<file path="src/rtl/linescanner_capture_sequencer_pkg.sv">
`default_nettype none
// ============================================================================
// Module      : linescanner_pkg
// Description : Shared types and default constants for the line-scan capture
//               sequencer: exposure and load FSM state encodings, default
//               strobe timing and the width of the completed-line counter.
// Revision    : 1.0 - initial release
// ============================================================================
package linescanner_pkg;

    // Default strobe timing, in pixel_clock cycles
    localparam int C_T_RST_CVC     = 48;
    localparam int C_T_RST_CDS     = 7;
    localparam int C_T_SAMPLE      = 48;
    localparam int C_T_SAMPLE_HOLD = 6;
    localparam int C_T_LOAD_DELAY  = 3;

    localparam int C_LINE_COUNT_WIDTH = 16;

    typedef enum logic [2:0] {
        EXP_IDLE      = 3'd0,
        EXP_CVC_LOW   = 3'd1,
        EXP_CDS_LOW   = 3'd2,
        EXP_WAIT_EOC  = 3'd3,
        EXP_SAMPLE_HI = 3'd4,
        EXP_SAMPLE_LO = 3'd5,
        EXP_RELEASE   = 3'd6
    } exp_state_t;

    typedef enum logic [2:0] {
        LD_WAIT_EOC_RE   = 3'd0,
        LD_WAIT_LVAL_LOW = 3'd1,
        LD_DELAY         = 3'd2,
        LD_LOAD          = 3'd3,
        LD_WAIT_EOC_FE   = 3'd4
    } ld_state_t;

endpackage
`default_nettype wire

</file>
<file path="src/rtl/linescanner_capture_sequencer_if.sv">
`default_nettype none
// ============================================================================
// Module      : linescanner_capture_sequencer_if
// Description : Sensor/ADC-side and pipeline-side signal bundle of the
//               capture sequencer.
//               master : acquisition controls and ADC inputs driven, status seen
//               slave  : the sequencer itself
//               Controls : enable, continuous, start
//               ADC in   : data, lval, end_adc
//               Strobes  : rst_cvc, rst_cds (active low), sample, load_pulse
//               Pixels   : pixel_data, pixel_valid, line_start, line_end,
//                          pixel_index, line_count, line_error, busy
// Revision    : 1.0 - initial release
// ============================================================================
interface linescanner_capture_sequencer_if
    import linescanner_pkg::*;
#(
    parameter int DATA_WIDTH  = 8,
    parameter int LINE_PIXELS = 1024
);
    localparam int IDX_WIDTH = (LINE_PIXELS > 1) ? $clog2(LINE_PIXELS) : 1;

    logic                          enable;
    logic                          continuous;
    logic                          start;
    logic [DATA_WIDTH-1:0]         data;
    logic                          lval;
    logic                          end_adc;

    logic                          rst_cvc;
    logic                          rst_cds;
    logic                          sample;
    logic                          load_pulse;
    logic [DATA_WIDTH-1:0]         pixel_data;
    logic                          pixel_valid;
    logic                          line_start;
    logic                          line_end;
    logic [IDX_WIDTH-1:0]          pixel_index;
    logic [C_LINE_COUNT_WIDTH-1:0] line_count;
    logic                          line_error;
    logic                          busy;

    modport master (
        output enable, continuous, start, data, lval, end_adc,
        input  rst_cvc, rst_cds, sample, load_pulse, pixel_data, pixel_valid,
               line_start, line_end, pixel_index, line_count, line_error, busy
    );

    modport slave (
        input  enable, continuous, start, data, lval, end_adc,
        output rst_cvc, rst_cds, sample, load_pulse, pixel_data, pixel_valid,
               line_start, line_end, pixel_index, line_count, line_error, busy
    );

endinterface
`default_nettype wire

</file>
<file path="src/rtl/linescanner_capture_sequencer_wait_timer.sv">
`default_nettype none
// ============================================================================
// Module      : linescanner_wait_timer
// Description : Down-counter used to time FSM states. A load on state entry
//               arms it with T-1 (T=0 behaves as T=1); done is high while the
//               count is zero, so a state that leaves on done lasts T cycles.
//               clk, rst   : clock, synchronous active-high reset
//               load       : arm the timer with load_value
//               load_value : state duration in cycles
//               done       : count has reached zero
// Revision    : 1.0 - initial release
// ============================================================================
module linescanner_wait_timer #(
    parameter int CNT_WIDTH = 8
) (
    input  wire logic                 clk,
    input  wire logic                 rst,
    input  wire logic                 load,
    input  wire logic [CNT_WIDTH-1:0] load_value,
    output logic                      done
);

    logic [CNT_WIDTH-1:0] r_count;

    always_ff @(posedge clk) begin
        if (rst) begin
            r_count <= '0;
        end else if (load) begin
            r_count <= (load_value == '0) ? '0 : load_value - 1'b1;
        end else if (r_count != '0) begin
            r_count <= r_count - 1'b1;
        end
    end

    assign done = (r_count == '0);

endmodule
`default_nettype wire

</file>
<file path="src/rtl/linescanner_capture_sequencer.sv">
`default_nettype none
// ============================================================================
// Module      : linescanner_capture_sequencer
// Description : Line-scan sensor front end. An exposure FSM drives the
//               rst_cvc / rst_cds / sample strobes, a load FSM issues the ADC
//               load pulse after each conversion, and a framer turns the lval
//               qualified ADC stream into indexed, counted lines with a
//               length check.
//               pixel_clock : sole clock, rising edge
//               reset       : synchronous, active-high
//               bus         : slave side of linescanner_capture_sequencer_if
// Revision    : 1.0 - initial release
// ============================================================================
module linescanner_capture_sequencer
    import linescanner_pkg::*;
#(
    parameter int DATA_WIDTH    = 8,
    parameter int LINE_PIXELS   = 1024,
    parameter int T_RST_CVC     = C_T_RST_CVC,
    parameter int T_RST_CDS     = C_T_RST_CDS,
    parameter int T_SAMPLE      = C_T_SAMPLE,
    parameter int T_SAMPLE_HOLD = C_T_SAMPLE_HOLD,
    parameter int T_LOAD_DELAY  = C_T_LOAD_DELAY,
    parameter int CNT_WIDTH     = 8
) (
    input  wire logic                      pixel_clock,
    input  wire logic                      reset,
    linescanner_capture_sequencer_if.slave bus
);

    localparam int IDX_W     = (LINE_PIXELS > 1) ? $clog2(LINE_PIXELS) : 1;
    // Window counter needs one value past LINE_PIXELS to flag long lines
    localparam int PIX_CNT_W = $clog2(LINE_PIXELS + 2);

    localparam logic [CNT_WIDTH-1:0] C_CNT_CVC  = CNT_WIDTH'(T_RST_CVC);
    localparam logic [CNT_WIDTH-1:0] C_CNT_CDS  = CNT_WIDTH'(T_RST_CDS);
    localparam logic [CNT_WIDTH-1:0] C_CNT_SMP  = CNT_WIDTH'(T_SAMPLE);
    localparam logic [CNT_WIDTH-1:0] C_CNT_HOLD = CNT_WIDTH'(T_SAMPLE_HOLD);
    localparam logic [CNT_WIDTH-1:0] C_CNT_LOAD = CNT_WIDTH'(T_LOAD_DELAY);

    localparam logic [PIX_CNT_W-1:0] C_LINE_LEN = PIX_CNT_W'(LINE_PIXELS);
    localparam logic [PIX_CNT_W-1:0] C_LAST_PIX = PIX_CNT_W'(LINE_PIXELS - 1);
    localparam logic [PIX_CNT_W-1:0] C_PIX_SAT  = PIX_CNT_W'(LINE_PIXELS + 1);

    // ------------------------------------------------------------------
    // Exposure FSM
    // ------------------------------------------------------------------
    exp_state_t           r_exp_state;
    exp_state_t           w_exp_next;
    logic                 w_exp_load;
    logic [CNT_WIDTH-1:0] w_exp_value;
    logic                 w_exp_done;

    always_ff @(posedge pixel_clock) begin
        if (reset) r_exp_state <= EXP_IDLE;
        else       r_exp_state <= w_exp_next;
    end

    always_comb begin
        w_exp_next  = r_exp_state;
        w_exp_load  = 1'b0;
        w_exp_value = '0;
        case (r_exp_state)
            EXP_IDLE: begin
                if (bus.enable && (bus.continuous || bus.start)) begin
                    w_exp_next  = EXP_CVC_LOW;
                    w_exp_load  = 1'b1;
                    w_exp_value = C_CNT_CVC;
                end
            end
            EXP_CVC_LOW: begin
                if (w_exp_done) begin
                    w_exp_next  = EXP_CDS_LOW;
                    w_exp_load  = 1'b1;
                    w_exp_value = C_CNT_CDS;
                end
            end
            EXP_CDS_LOW: begin
                if (w_exp_done) w_exp_next = EXP_WAIT_EOC;
            end
            EXP_WAIT_EOC: begin
                if (bus.end_adc) begin
                    w_exp_next  = EXP_SAMPLE_HI;
                    w_exp_load  = 1'b1;
                    w_exp_value = C_CNT_SMP;
                end
            end
            EXP_SAMPLE_HI: begin
                if (w_exp_done) begin
                    w_exp_next  = EXP_SAMPLE_LO;
                    w_exp_load  = 1'b1;
                    w_exp_value = C_CNT_HOLD;
                end
            end
            EXP_SAMPLE_LO: begin
                if (w_exp_done) w_exp_next = EXP_RELEASE;
            end
            EXP_RELEASE: w_exp_next = EXP_IDLE;
            default:     w_exp_next = EXP_IDLE;
        endcase
    end

    linescanner_wait_timer #(.CNT_WIDTH(CNT_WIDTH)) u_exp_timer (
        .clk        (pixel_clock),
        .rst        (reset),
        .load       (w_exp_load),
        .load_value (w_exp_value),
        .done       (w_exp_done)
    );

    // Strobes decode straight from the state register so each edge lands on
    // the clock that enters/leaves the corresponding state.
    logic w_rst_cvc;
    logic w_rst_cds;
    logic w_sample;

    always_comb begin
        w_rst_cvc = 1'b1;
        w_rst_cds = 1'b1;
        w_sample  = 1'b0;
        case (r_exp_state)
            EXP_CVC_LOW: w_rst_cvc = 1'b0;
            EXP_CDS_LOW, EXP_WAIT_EOC, EXP_SAMPLE_LO: begin
                w_rst_cvc = 1'b0;
                w_rst_cds = 1'b0;
            end
            EXP_SAMPLE_HI: begin
                w_rst_cvc = 1'b0;
                w_rst_cds = 1'b0;
                w_sample  = 1'b1;
            end
            default: ;
        endcase
    end

    assign bus.rst_cvc = w_rst_cvc;
    assign bus.rst_cds = w_rst_cds;
    assign bus.sample  = w_sample;
    assign bus.busy    = (r_exp_state != EXP_IDLE);

    // ------------------------------------------------------------------
    // Load FSM: one ADC load pulse per conversion, issued only once the
    // current lval window (if any) has closed.
    // ------------------------------------------------------------------
    ld_state_t            r_ld_state;
    ld_state_t            w_ld_next;
    logic                 w_ld_load;
    logic                 w_ld_done;

    always_ff @(posedge pixel_clock) begin
        if (reset) r_ld_state <= LD_WAIT_EOC_RE;
        else       r_ld_state <= w_ld_next;
    end

    always_comb begin
        w_ld_next = r_ld_state;
        w_ld_load = 1'b0;
        case (r_ld_state)
            // Level test is edge-equivalent: WAIT_EOC_FE guarantees end_adc
            // was seen low before returning here.
            LD_WAIT_EOC_RE: begin
                if (bus.end_adc) begin
                    if (bus.lval) begin
                        w_ld_next = LD_WAIT_LVAL_LOW;
                    end else begin
                        w_ld_next = LD_DELAY;
                        w_ld_load = 1'b1;
                    end
                end
            end
            LD_WAIT_LVAL_LOW: begin
                if (!bus.lval) begin
                    w_ld_next = LD_DELAY;
                    w_ld_load = 1'b1;
                end
            end
            LD_DELAY: begin
                if (w_ld_done) w_ld_next = LD_LOAD;
            end
            LD_LOAD:        w_ld_next = LD_WAIT_EOC_FE;
            LD_WAIT_EOC_FE: begin
                if (!bus.end_adc) w_ld_next = LD_WAIT_EOC_RE;
            end
            default:        w_ld_next = LD_WAIT_EOC_RE;
        endcase
    end

    linescanner_wait_timer #(.CNT_WIDTH(CNT_WIDTH)) u_ld_timer (
        .clk        (pixel_clock),
        .rst        (reset),
        .load       (w_ld_load),
        .load_value (C_CNT_LOAD),
        .done       (w_ld_done)
    );

    assign bus.load_pulse = (r_ld_state == LD_LOAD);

    // ------------------------------------------------------------------
    // Pixel framer
    // ------------------------------------------------------------------
    logic                          r_lval_d;
    logic [PIX_CNT_W-1:0]          r_pix_cnt;   // pixels seen in current window, saturating
    logic [DATA_WIDTH-1:0]         r_pixel_data;
    logic                          r_pixel_valid;
    logic                          r_line_start;
    logic                          r_line_end;
    logic [IDX_W-1:0]              r_pixel_index;
    logic [C_LINE_COUNT_WIDTH-1:0] r_line_count;
    logic                          r_line_error;

    always_ff @(posedge pixel_clock) begin
        if (reset) begin
            r_lval_d      <= 1'b0;
            r_pix_cnt     <= '0;
            r_pixel_data  <= '0;
            r_pixel_valid <= 1'b0;
            r_line_start  <= 1'b0;
            r_line_end    <= 1'b0;
            r_pixel_index <= '0;
            r_line_count  <= '0;
            r_line_error  <= 1'b0;
        end else begin
            r_lval_d      <= bus.lval;
            r_pixel_valid <= 1'b0;
            r_line_start  <= 1'b0;
            r_line_end    <= 1'b0;
            r_line_error  <= 1'b0;
            if (bus.lval) begin
                if (r_pix_cnt < C_LINE_LEN) begin
                    r_pixel_data  <= bus.data;
                    r_pixel_valid <= 1'b1;
                    r_pixel_index <= r_pix_cnt[IDX_W-1:0];
                    r_line_start  <= (r_pix_cnt == '0);
                    r_line_end    <= (r_pix_cnt == C_LAST_PIX);
                end
                if (r_pix_cnt != C_PIX_SAT) begin
                    r_pix_cnt <= r_pix_cnt + 1'b1;
                end
            end else begin
                r_pix_cnt <= '0;
                if (r_lval_d) begin
                    r_line_count <= r_line_count + 1'b1;
                    r_line_error <= (r_pix_cnt != C_LINE_LEN);
                end
            end
        end
    end

    assign bus.pixel_data  = r_pixel_data;
    assign bus.pixel_valid = r_pixel_valid;
    assign bus.line_start  = r_line_start;
    assign bus.line_end    = r_line_end;
    assign bus.pixel_index = r_pixel_index;
    assign bus.line_count  = r_line_count;
    assign bus.line_error  = r_line_error;

endmodule
`default_nettype wire

</file>
<file path="src/flat_wrapper.sv">
// flat-port wrapper written by rule: the top's interface ports become plain ports
module linescanner_capture_sequencer_flat import linescanner_pkg::*;
#(
    parameter int DATA_WIDTH    = 8,
    parameter int LINE_PIXELS   = 1024,
    parameter int T_RST_CVC     = C_T_RST_CVC,
    parameter int T_RST_CDS     = C_T_RST_CDS,
    parameter int T_SAMPLE      = C_T_SAMPLE,
    parameter int T_SAMPLE_HOLD = C_T_SAMPLE_HOLD,
    parameter int T_LOAD_DELAY  = C_T_LOAD_DELAY,
    parameter int CNT_WIDTH     = 8
)
  (pixel_clock, reset, bus_enable, bus_continuous, bus_start, bus_data, bus_lval, bus_end_adc, bus_rst_cvc, bus_rst_cds, bus_sample, bus_load_pulse, bus_pixel_data, bus_pixel_valid, bus_line_start, bus_line_end, bus_pixel_index, bus_line_count, bus_line_error, bus_busy);
  linescanner_capture_sequencer_if #(.DATA_WIDTH(DATA_WIDTH), .LINE_PIXELS(LINE_PIXELS)) bus_i ();
  input  wire logic pixel_clock;
  input  wire logic reset;
  input wire logic [$bits(bus_i.enable)-1:0] bus_enable;
  input wire logic [$bits(bus_i.continuous)-1:0] bus_continuous;
  input wire logic [$bits(bus_i.start)-1:0] bus_start;
  input wire logic [$bits(bus_i.data)-1:0] bus_data;
  input wire logic [$bits(bus_i.lval)-1:0] bus_lval;
  input wire logic [$bits(bus_i.end_adc)-1:0] bus_end_adc;
  output wire logic [$bits(bus_i.rst_cvc)-1:0] bus_rst_cvc;
  output wire logic [$bits(bus_i.rst_cds)-1:0] bus_rst_cds;
  output wire logic [$bits(bus_i.sample)-1:0] bus_sample;
  output wire logic [$bits(bus_i.load_pulse)-1:0] bus_load_pulse;
  output wire logic [$bits(bus_i.pixel_data)-1:0] bus_pixel_data;
  output wire logic [$bits(bus_i.pixel_valid)-1:0] bus_pixel_valid;
  output wire logic [$bits(bus_i.line_start)-1:0] bus_line_start;
  output wire logic [$bits(bus_i.line_end)-1:0] bus_line_end;
  output wire logic [$bits(bus_i.pixel_index)-1:0] bus_pixel_index;
  output wire logic [$bits(bus_i.line_count)-1:0] bus_line_count;
  output wire logic [$bits(bus_i.line_error)-1:0] bus_line_error;
  output wire logic [$bits(bus_i.busy)-1:0] bus_busy;
  assign bus_i.enable = bus_enable;
  assign bus_i.continuous = bus_continuous;
  assign bus_i.start = bus_start;
  assign bus_i.data = bus_data;
  assign bus_i.lval = bus_lval;
  assign bus_i.end_adc = bus_end_adc;
  assign bus_rst_cvc = bus_i.rst_cvc;
  assign bus_rst_cds = bus_i.rst_cds;
  assign bus_sample = bus_i.sample;
  assign bus_load_pulse = bus_i.load_pulse;
  assign bus_pixel_data = bus_i.pixel_data;
  assign bus_pixel_valid = bus_i.pixel_valid;
  assign bus_line_start = bus_i.line_start;
  assign bus_line_end = bus_i.line_end;
  assign bus_pixel_index = bus_i.pixel_index;
  assign bus_line_count = bus_i.line_count;
  assign bus_line_error = bus_i.line_error;
  assign bus_busy = bus_i.busy;
  linescanner_capture_sequencer #(.DATA_WIDTH(DATA_WIDTH), .LINE_PIXELS(LINE_PIXELS), .T_RST_CVC(T_RST_CVC), .T_RST_CDS(T_RST_CDS), .T_SAMPLE(T_SAMPLE), .T_SAMPLE_HOLD(T_SAMPLE_HOLD), .T_LOAD_DELAY(T_LOAD_DELAY), .CNT_WIDTH(CNT_WIDTH)) u_core (.pixel_clock(pixel_clock), .reset(reset), .bus(bus_i));
endmodule
</file>
<file path="config.mk">
export PLATFORM = sky130hd
export DESIGN_NAME = linescanner_capture_sequencer_flat
export DESIGN_NICKNAME = d
export VERILOG_FILES = /design/src/rtl/linescanner_capture_sequencer_pkg.sv /design/src/rtl/linescanner_capture_sequencer_if.sv /design/src/rtl/linescanner_capture_sequencer_wait_timer.sv /design/src/rtl/linescanner_capture_sequencer.sv /design/src/flat_wrapper.sv
export SDC_FILE = /design/constraint.sdc
export NUM_CORES = 1
export LEC_CHECK = 0
export BUFFER_PORTS_ARGS = -buffer_cell sky130_fd_sc_hd__buf_2
export CAP_MARGIN = 20
export CORE_MARGIN = 1
export CORE_UTILIZATION = 30
export DETAILED_ROUTE_END_ITERATION = 16
export MAX_ROUTING_LAYER = met4
export PLACE_DENSITY = 0.45
export REMOVE_ABC_BUFFERS = 1
export SLEW_MARGIN = 20
export SYNTH_ARGS = -nofsm -noshare
export SYNTH_HDL_FRONTEND = slang
export SYNTH_SLANG_ARGS = --single-unit
</file>
<file path="constraint.sdc">
create_clock -name pixel_clock -period 6.3 [get_ports pixel_clock]
set_input_delay 1.26 -clock pixel_clock [delete_from_list [all_inputs] [get_ports pixel_clock]]
set_output_delay 1.26 -clock pixel_clock [all_outputs]
set_load 0.005 [all_outputs]
</file>
==> results.md <==
- The flow ran to the end, and the final reports show no timing, DRC or antenna violations.
- The dominant register cell in the synthesized netlist is sky130_fd_sc_hd__dfxtp_1.
- In this run, distinct cell masters in the synthesized netlist total 52.
- Data on the critical path is required at its endpoint by 6580 ps.
- Wires add up to 7140 um.
- The maximum clock rate is 370 MHz.
- Of the synthesized area, sequential elements account for 0.438.
- In the post-synthesis netlist, the biggest area contributors are sky130_fd_sc_hd__dfxtp_1 44%, sky130_fd_sc_hd__nand2_1 6.3%, sky130_fd_sc_hd__a21oi_1 4.6%, sky130_fd_sc_hd__xor2_1 4.5%, sky130_fd_sc_hd__ha_1 4.2%.
- The total routing resource utilization after global routing is 0.136.
- The cell family contributing the most delay on the critical path is simple AND/OR/NAND/NOR gates.
- Dividing the detail-routed wire length by the instance count gives 12.5 um.
- The synthesized area per cell is 8.81 um2.
- The share of async-settable or async-resettable flops after synthesis is 0.
- The number of synthesis warnings is 0.
- The number of setup buffers added after CTS is 0.
- By area, the combinational part of the netlist is dominated by simple AND/OR/NAND/NOR gates.
- The synthesized design spends more area on one cell type than any other, namely sky130_fd_sc_hd__dfxtp_1.
- The startpoint of the most critical hold path is u_core.bus.pixel_index[1]$_SDFFE_PP0P_.
- The total via count in the routed design is 2694.
- Of the post-synthesis cell area, the dominant cell type holds 0.438.
- Routability-driven placement finished with a final weighted congestion of 0.759.
- Setup repair after global routing left no endpoint under its margin.
- The maximum cell stage delay along the critical path is 730 ps.
- The critical register-to-register path endpoint is u_core.u_exp_timer.r_count[4]$_SDFFE_PP0P_.
- At the pin with the least slew margin, the transition time is 887 ps.
- By instance count, the leading cell after synthesis is sky130_fd_sc_hd__dfxtp_1.
- The hold violation total from the final report is 0.
- The depth of the most critical reg-to-reg path is 9.
- The H-tree was split into 3 levels.
- The cell chosen for the clock root is sky130_fd_sc_hd__clkbuf_8.
- In the routed design, unresolved DRC markers number 0.
- TritonCTS built the clock tree.
- Detailed placement ended at an HPWL of 4950 um.
- The area growth from synthesis to layout is 17.3%.
- Counting instances in the post-synthesis netlist gives the leading cell types as 72 x sky130_fd_sc_hd__dfxtp_1, 55 x sky130_fd_sc_hd__nand2_1, 35 x sky130_fd_sc_hd__nor2_1, 30 x sky130_fd_sc_hd__a21oi_1, 17 x sky130_fd_sc_hd__xor2_1.
- The reg-to-reg critical path startpoint is u_core.u_exp_timer.r_count[0]$_SDFFE_PP0P_.
- The mapped netlist covers 3290 um2.
- For this design the ratio of total power to cell area is 325 nW/um2.
- Among the stages of the critical path, the cell type that occurs most often is sky130_fd_sc_hd__ha_1.
- The number of standard cells in the final layout excluding fillers is 571.
- The worst slew margin relative to its limit is 0.407.
- The later pin in the worst-skew pair is clocked with a latency of 350 ps.
- The worst min-delay path class is reg -> reg.
- The time the worst path needs with I/O delays and setup is 2700 ps.
- The first-pass GRT wire length is 12100 um.
- The synthesized design contains 0 enable-type register cells.
- In the synthesized netlist, the number of instances is 374.
- The number of buffers inserted by port buffering is 57.
- The fraction of final layout cells sized beyond drive strength 1 is 0.211.
- The synthesized-area fraction occupied by and/or/nand/nor cells is 0.269.
- STA classifies the critical path endpoint as a register.
- The most critical setup path has its startpoint at u_core.u_exp_timer.r_count[0]$_SDFFE_PP0P_.
- The worst hold path was traced through 2 stages.
- Counting every sink on the clock net gives 72.
- The number of max-cap violations is 0.
- The initial antenna violation count was 0.
- The worst-case clock buffer depth is 2.
- After clock tree synthesis, the clock-pin slew on the worst setup and hold paths is 80 ps.
- In this run, synthesis produced a sequential element count of 72.
- Counting tap cells, the placed design contains a total of 555 instances.
- Of the total synthesized cell area, the portion taken by XOR and XNOR cells is 0.0798.
- The net count of the finished layout is 456.
- In the routed layout, each cell is associated on average with a via count of 4.72.
- Buffers inserted during clock tree synthesis total 9.
- The kind of launch point of the worst setup path is a register.
- The initial core utilization is 0.315.
- The top-level I/O count is 58.
- Data on the critical path arrives at its endpoint at 2980 ps.
- The aggregate negative setup slack is 0 ps.
- The number of instances resized during post-cts repair is 0.
- The count of endpoints failing setup in the final report is 0.
- Traced cell by cell, the critical path runs through inv_1 > ha_1 > nor3b_1 > nor4b_4 > inv_2 > ha_1 > ha_1 > a21o_1 > a21oi_2.
- The row count is 37.
- The antenna diode count is 0.
- The number of global-route vias before repair is 2470.
- The largest driver fanout on the critical path is 7.
- Across all hold checks on the routed design, the worst slack comes to 455 ps.
- The worst clock skew is 16.5 ps.
- The endpoint with the worst hold slack is u_core.bus.pixel_index[1]$_SDFFE_PP0P_.
- Of the total synthesized cell area, the portion taken by full adders, half adders and majority gates is 0.0418.
- In this run, the number of DRC markers left after iteration 0 of detailed routing was 124.
- Before antenna repair, the detailed router went through 4 iterations.
- After clock tree synthesis, the flow added hold-fix buffers numbering 0.
- The leakage power summed over all cells is 1.55 nW.
- The critical path in this run is classified as reg -> reg.
- The worst setup slack for register-to-register paths is 3600 ps.
- Summing internal, switching and leakage power gives 1.25 mW.
- The overall overflow remaining after global route is 0.
- IR analysis of the VDD net gives a maximum drop of 166 uV.
- The die outline area is 11400 um2.
- The die is 107 um wide.
- The count of buffering cells on the critical path with inverters included is 2.
- Once detail routing completed, the nets flagged for antenna violations numbered 0.
- Dividing the final minimum period by the clock period gives 0.429.
- The overall die height is 107 um.
- The final number of max-transition violations is 0.
- The number of fill cells is 1115.
- The share of the synthesized area in compound gates (AO/OA/AOI/OAI) came to 0.105.
- The area inside the core boundary is 10500 um2.
- After synthesis, the share of cell area in mux cells is 0.0224.
- Entering global routing, the biggest net connects 55 pins.
- The largest individual stage delay along the critical path comes from the cell sky130_fd_sc_hd__nor3b_1.
## final cells by class
class / count / area (um2) / area share
clock buffer: 10 / 138 / 0.0356
clock inverter: 6 / 43.8 / 0.0113
inverter: 17 / 63.8 / 0.0165
multi-input combinational: 271 / 1710 / 0.442
sequential: 72 / 1440 / 0.373
tap: 136 / 170 / 0.0440
timing repair buffer: 59 / 300 / 0.0777
## worst min-delay path, delay by kind of cell (launching register included)
| family | cells | cell delay, ps |
|---|---|---|
| AND/OR/NAND/NOR | 1 | 50 |
| AO/OA/AOI/OAI | 1 | 50 |
| flip-flops | 1 | 310 |
## stage by stage
stage           util  instance area (um2)  worst slack [ps]
5_1_grt        0.369                 3860              3320
4_1_cts        0.369                 3860              3610
3_3_place_gp   0.352                 3680              3300
6_report       0.369                 3860              3600
3_5_place_dp   0.352                 3680              3210
2_1_floorplan      -                 3210              3680
## routing by layer
layer	part of all wire	vias up	track usage
met5	0	-	-
met4	0.012	0	0.0372
met3	0.027	7	0.0426
met2	0.46	32	0.206
met1	0.50	1253	0.176
li1	-	1402	-
## layout by cell type (no fill, tap or decap), types with 3 or more instances in the layout
| cell | instances |
|---|---|
| sky130_fd_sc_hd__or4_1 | 6 |
| sky130_fd_sc_hd__o21ai_0 | 7 |
| sky130_fd_sc_hd__a31oi_1 | 5 |
| sky130_fd_sc_hd__o31ai_1 | 3 |
| sky130_fd_sc_hd__xnor2_1 | 13 |
| sky130_fd_sc_hd__nor3b_1 | 3 |
| sky130_fd_sc_hd__clkbuf_8 | 10 |
| sky130_fd_sc_hd__clkinvlp_4 | 4 |
| sky130_fd_sc_hd__nor4_1 | 4 |
| sky130_fd_sc_hd__buf_2 | 57 |
| sky130_fd_sc_hd__ha_1 | 11 |
| sky130_fd_sc_hd__mux2_2 | 3 |
| sky130_fd_sc_hd__nand2b_1 | 4 |
| sky130_fd_sc_hd__nand2_1 | 55 |
| sky130_fd_sc_hd__nand4_1 | 6 |
| sky130_fd_sc_hd__dfxtp_1 | 72 |
| sky130_fd_sc_hd__nor3_1 | 10 |
| sky130_fd_sc_hd__nor2b_1 | 5 |
| sky130_fd_sc_hd__and4_1 | 3 |
| sky130_fd_sc_hd__nand3_1 | 10 |
| sky130_fd_sc_hd__or3_1 | 4 |
| sky130_fd_sc_hd__nor2_1 | 35 |
| sky130_fd_sc_hd__inv_1 | 15 |
| sky130_fd_sc_hd__mux2i_1 | 4 |
| sky130_fd_sc_hd__xor2_1 | 17 |
| sky130_fd_sc_hd__a21oi_1 | 30 |
## flip-flops by register name, summed over array words and instances (netlist names), 3 cells and up
name	cells
u_core.u_exp_timer.r_count	8
u_core.r_exp_state	3
u_core.bus.pixel_index	10
u_core.bus.line_count	16
u_core.r_pix_cnt	11
u_core.u_ld_timer.r_count	8
u_core.r_ld_state	3
u_core.bus.pixel_data	8
## worst max path at each step
stage	end	slack, ps	cells after the start
after global routing	u_core.u_exp_timer.r_count[4]$_SDFFE_PP0P_	3320	9
after CTS	u_core.bus.line_count[15]$_SDFFE_PP0P_	3610	5
after global placement	u_core.bus.line_count[15]$_SDFFE_PP0P_	3300	5
after floorplan	u_core.bus.line_count[15]$_SDFFE_PP0P_	3680	4
after detailed placement	u_core.bus.line_count[15]$_SDFFE_PP0P_	3210	5
final	u_core.u_exp_timer.r_count[4]$_SDFFE_PP0P_	3600	9
## power by group
group	switching [mW]	internal, mW	total, mW
Sequential	0.0601	0.505	0.565
Combinational	0.179	0.174	0.353
Clock	0.182	0.154	0.336
## cell families after synthesis
group,Yosys count
multiplexers,7
adder cells (fa/ha/maj),11
XOR/XNOR,30
AND/OR/NAND/NOR,165
buffers and inverters,31
flip-flops,72
AO/OA/AOI/OAI,58
Power figures use the tool's default switching activity.
